===== src/rtl/mode_counter_pkg.sv =====
// mode_counter_pkg: shared encodings for the mode counter's direction and boundary mode inputs.
package mode_counter_pkg;
  localparam logic MODE_WRAP = 1'b0;
  localparam logic MODE_SAT  = 1'b1;
  localparam logic DIR_UP    = 1'b1;
  localparam logic DIR_DN    = 1'b0;
endpackage


===== src/rtl/mode_counter_prescaler.sv =====
// mode_counter_prescaler: divides enabled cycles by (prescale+1) into single-cycle step ticks.
module mode_counter_prescaler
  import mode_counter_pkg::*;
#(
  parameter int PRESCALE_W = 8
) (
  input  logic                  clk,
  input  logic                  rst,
  input  logic                  en,
  input  logic                  clr,
  input  logic [PRESCALE_W-1:0] prescale,
  output logic                  tick
);
  logic [PRESCALE_W-1:0] pre_cnt_q, pre_cnt_d;
  // Lowering prescale below pre_cnt lets the counter run round through 2^PRESCALE_W.
  always_comb begin
    tick      = en && (pre_cnt_q == prescale);
    pre_cnt_d = (clr || tick) ? '0 : en ? pre_cnt_q + 1'b1 : pre_cnt_q;
  end
  always_ff @(posedge clk) begin
    if (rst) pre_cnt_q <= '0;
    else     pre_cnt_q <= pre_cnt_d;
  end
endmodule


===== src/rtl/mode_counter.sv =====
// mode_counter: prescaled up/down counter with wrap/saturate bounds, parallel load and tc/ovf flags.
module mode_counter
  import mode_counter_pkg::*;
#(
  parameter int WIDTH      = 4,
  parameter int PRESCALE_W = 8,
  parameter int RESET_VAL  = 0
) (
  input  logic                  clk,
  input  logic                  rst,
  input  logic                  en,
  input  logic                  up_dn,
  input  logic                  mode,
  input  logic                  load,
  input  logic [WIDTH-1:0]      load_val,
  input  logic [WIDTH-1:0]      limit,
  input  logic [PRESCALE_W-1:0] prescale,
  input  logic                  clr_flag,
  output logic [WIDTH-1:0]      count,
  output logic                  tc,
  output logic                  ovf,
  output logic                  at_bound
);
  logic [WIDTH-1:0] count_q, count_d, next_up, next_dn;
  logic             tc_q, tc_d, ovf_q, ovf_d;
  logic             tick, step, at_top, at_zero, bound_ev;

  mode_counter_prescaler #(.PRESCALE_W(PRESCALE_W)) u_pre (
    .clk      (clk),
    .rst      (rst),
    .en       (en),
    .clr      (load),
    .prescale (prescale),
    .tick     (tick)
  );

  // A loaded value above limit counts as "at top" so an up step folds it back into range.
  always_comb begin
    step     = tick & ~load;
    at_top   = count_q >= limit;
    at_zero  = count_q == '0;
    at_bound = (up_dn == DIR_DN) ? at_zero : at_top;
    bound_ev = step & at_bound;
    next_up  = at_top ? ((mode == MODE_SAT) ? limit : '0) : count_q + 1'b1;
    next_dn  = at_zero ? ((mode == MODE_WRAP) ? limit : '0) : count_q - 1'b1;
    count_d  = load ? load_val : step ? ((up_dn == DIR_UP) ? next_up : next_dn) : count_q;
    tc_d     = bound_ev;
    ovf_d    = bound_ev | (ovf_q & ~clr_flag);
  end

  always_ff @(posedge clk) begin
    if (rst) begin
      count_q <= WIDTH'(RESET_VAL);
      tc_q    <= 1'b0;
      ovf_q   <= 1'b0;
    end else begin
      count_q <= count_d;
      tc_q    <= tc_d;
      ovf_q   <= ovf_d;
    end
  end

  assign count = count_q;
  assign tc    = tc_q;
  assign ovf   = ovf_q;
endmodule


===== config.mk =====
export PLATFORM = sky130hd
export DESIGN_NAME = mode_counter
export DESIGN_NICKNAME = d
export VERILOG_FILES = /design/src/rtl/mode_counter_pkg.sv /design/src/rtl/mode_counter_prescaler.sv /design/src/rtl/mode_counter.sv
export SDC_FILE = /design/constraint.sdc
export NUM_CORES = 1
export LEC_CHECK = 0
export CORE_UTILIZATION = 42
export DETAILED_ROUTE_END_ITERATION = 16
export GPL_TIMING_DRIVEN = 0
export PLACE_DENSITY_LB_ADDON = 0.12
export SLEW_MARGIN = 30
export SYNTH_ARGS = -nofsm -noshare
export SYNTH_HDL_FRONTEND = slang
export SYNTH_SLANG_ARGS = --single-unit

===== constraint.sdc =====
create_clock -name clk -period 2.2 [get_ports clk]
set_input_delay 0.66 -clock clk [delete_from_list [all_inputs] [get_ports clk]]
set_output_delay 0.66 -clock clk [all_outputs]
set_load 0.02 [all_outputs]

==> results of run 1 <==
==> flip-flops by register name (all words and copies together), names as in the netlist <==
register and flops:
u_pre.pre_cnt_q 8, count 4, tc 1, ovf 1
==> path summary, 6_finish.rpt <==
kind | start | end | cells after the start
setup / recovery | limit[1] | at_bound | 6
hold / removal | u_pre.pre_cnt_q[7] | u_pre.pre_cnt_q[7] | 2
setup reg to reg | count[0] | count[1] | 8
hold reg to reg | u_pre.pre_cnt_q[7] | u_pre.pre_cnt_q[7] | 2
==> kinds of logic after synthesis <==
kind of cell    after synthesis  synth area share [%]
simple gates                 46                 23.43
compound gates               26                 21.05
xor+xnor                     17                 14.15
flops                        14                 26.64
buf+inv                      12                 4.518
fa+ha+maj                     7                 8.323
mux                           2                 1.903
==> power by group through the flow <==
| stage | clock network, mW | logic (mW) | registers [mW] |
|---|---|---|---|
| CTS | 0.143 | 0.221 | 0.270 |
| finish | 0.136 | 0.228 | 0.272 |
| floorplan | 0 | 0.119 | 0.281 |
| global route | 0.152 | 0.248 | 0.273 |
| global placement | 0 | 0.198 | 0.278 |
| detailed placement | 0 | 0.200 | 0.278 |
==> area by class of cell <==
class                      count  share of cell area (%)
buffer                         3                  0.9314
timing repair buffer          31                   19.90
inverter                       9                   2.286
sequential                    14                   19.39
multi-input combinational     98                   53.60
clock buffer                   3                   1.524
tap                           28                   2.371
==> through the flow <==
step / cells / util [%] / area [um^2]
global route: 186 / 64.93 / 1478
detailed placement: 179 / 61.41 / 1398
floorplan: 124 / - / 1092
CTS: 185 / 64.32 / 1464
finish: 186 / 64.93 / 1478
global placement: 179 / 61.41 / 1398
==> metal layers <==
layer  global-route usage [%]  part of all wire, %
met2                    29.70                   42
met4                    4.054                 0.49
met5                        0                    0
met3                    5.263                  6.9
met1                    27.64                   51
==> cells in the final DEF, fill, tap and decap left out, types with 3 or more instances in the layout <==
master / Yosys / layout
nand2b_1: 3 / 3
xnor2_1: 11 / 11
clkdlybuf4s50_1: 0 / 22
nor2_1: 13 / 13
xor2_1: 6 / 6
inv_1: 9 / 7
ha_1: 7 / 3
clkbuf_4: 0 / 3
ha_4: 0 / 3
buf_2: 2 / 3
dfxtp_1: 14 / 11
nand4_1: 4 / 4
nand3_1: 6 / 6
buf_4: 0 / 5
nand2_1: 7 / 7
==> worst register-to-register path: stages, from the launching register on <==
cell and delay (ns):
dfxtp_4 0.35, inv_2 0.10, ha_4 0.21, nand2b_4 0.14
a2111oi_4 0.39, buf_4 0.21, nor3_1 0.05, a311o_1 0.27
a31o_1 0.21
==> timing repair <==
action | CTS | global route
gates cloned | 0 | 0
setup endpoints to repair | 6 | 11
setup buffers | 3 | 1
resized for setup | 26 | 8
pin swaps | 4 | 5
==> run_results.csv, run 1 <==
group,metric,value,unit
run,max-cap-violations,0,
floorplan,fp-row-count,17,
global_route,grt_pass1_vias,906,
worst_setup_path,cpPeakStageDelay,0.44,ns
routing,first_pass_iters,4,
floorplan,io_pins,30,
sta,worst_slew_pin_slew,0.3583,ns
routing,first_iter_violations,35,
worst_setup_path,critPathBufInv,3,
worst_setup_path,required,1.54,ns
power_and_ir_drop,switching_power,0.1900,mW
synth,yosys-top-cells-area,"dfxtp_1, xnor2_1, ha_1, xor2_1, nor2_1",
power_and_ir_drop,power_frac_seq,42.7,%
synth,ys_warn_count,0,
cts,cts_buffer_depth,2,
global_route,grt_max_degree,10,
power_and_ir_drop,p_int,0.4459,mW
worst_setup_path,start_kind,"input pin",
place,portBuffers,27,
final_layout,multiInputGateArea,792.0,um^2
sta,final.setup.tns,-0.2126,ns
sta,layout_min_cycle_time,2.413,ns
power_and_ir_drop,p_total,0.6359,mW
sta,setup_slack,-0.2126,ns
synth,synth_most_common_cell,"dfxtp_1",
worst_setup_path,path_max_fanout,3,
place,place_ws,-1.159,ns
floorplan,die_y,52.06,um
final_layout,area_growth,40.43,%
final_layout,seq_area,286.5,um^2
cts,clock_latency,0.27,ns
global_route,grt_overflow_total,0,
routing,avgViaCountPerCell,5.527,
synth,syn_inst,124,
cts,cts.sinks,14,
sta,drv_slew,0,
status,status,"finished with violations",
place,gp_congestion,0.8970,
final_layout,drive_gt1_share,18.35,%
sta,rsz0062_at_grt,"yes",
synth,yosys.area.top_type,"dfxtp_1",
cts,h-tree-depth,1,
floorplan,start_util,46.23,%
cts,root_buffer,"clkbuf_4",
synth,synth_nets,154,
sta,max_slew_margin,75.49,%
routing,vias,1028,
floorplan,die_area,2710,um^2
synth,synth_async_sr_flop_share,0,%
worst_setup_path,cp-end-kind,"output port",
synth,synth_common_cells,"dfxtp_1, nor2_1, xnor2_1",
global_route,grt_pass1_wl,3946,um
sta,post-route-period-util,109.7,%
synth,ys_seq_elements,14,
power_and_ir_drop,combPwrFrac,35.8,%
worst_setup_path,cp_data_arrival_time,1.75,ns
cts,cts_hold_buf,0,
floorplan,die_w,52.06,um
power_and_ir_drop,cellPowerDensity,430.3,nW/um^2
sta,setup_violations,1,
sta,skew,0.007579,ns
sta,fmax,414.5,MHz
routing,ant_nets,0,
power_and_ir_drop,swShare,29.87,%
global_route,track_usage,19.67,%
final_layout,antenna_cells,0,
synth,syn_area,1052,um^2
synth,ys_seq_area_share,26.63,%
synth,synth_cell_types,44,
routing,wl,2425,um
status,violations,"negative setup slack",
worst_setup_path,crit_type,"input pin to output port",
floorplan,fp.coreArea,2276,um^2
sta,hold_violations,0,
worst_setup_path,r2r_slack,0.16,ns
power_and_ir_drop,p_leak,0.5720,nW
synth,syn_area_per_cell,8.486,um^2
sta,hold_ws,0.5525,ns
power_and_ir_drop,p_clk_share,21.4,%
power_and_ir_drop,vdd_drop_max,0.3744,mV
global_route,antenna_found_initial,0,
hold_path,hold_class,"register to register",
cts,clkSlewWorstSetupHoldPaths,0.08,ns
cts,numCtsBuffers,3,
synth,synth_ff_type,"dfxtp_1",
worst_setup_path,cp_cell_sequence,"buf_4 > inv_2 > ha_4 > a2111oi_4 > o31ai_4 > buf_6",
synth,synth_top_area_share,26.63,%
synth,synth_edf_count,0,
place,post-dp-hpwl,1824,um
routing,post_drt_wl_per_cell,13.04,um
worst_setup_path,cpLargestDelayFamily,"compound AO/OA/AOI/OAI gates",
final_layout,fillers,205,
cts,cts_tree,"built",
final_layout,nNetsFinal,190,
worst_setup_path,slowest_stage,"a2111oi_4",
routing,drc,0,
No activity file was read; power rests on OpenSTA's default activity.
==> inputs of run 2 (changes only) <==
- ABC_CLOCK_PERIOD_IN_PS: unset -> 2200
- HOLD_SLACK_MARGIN: unset -> 0.05
==> results of run 2 <==
Final layout, timing and power as in run 1 (identical DEF).
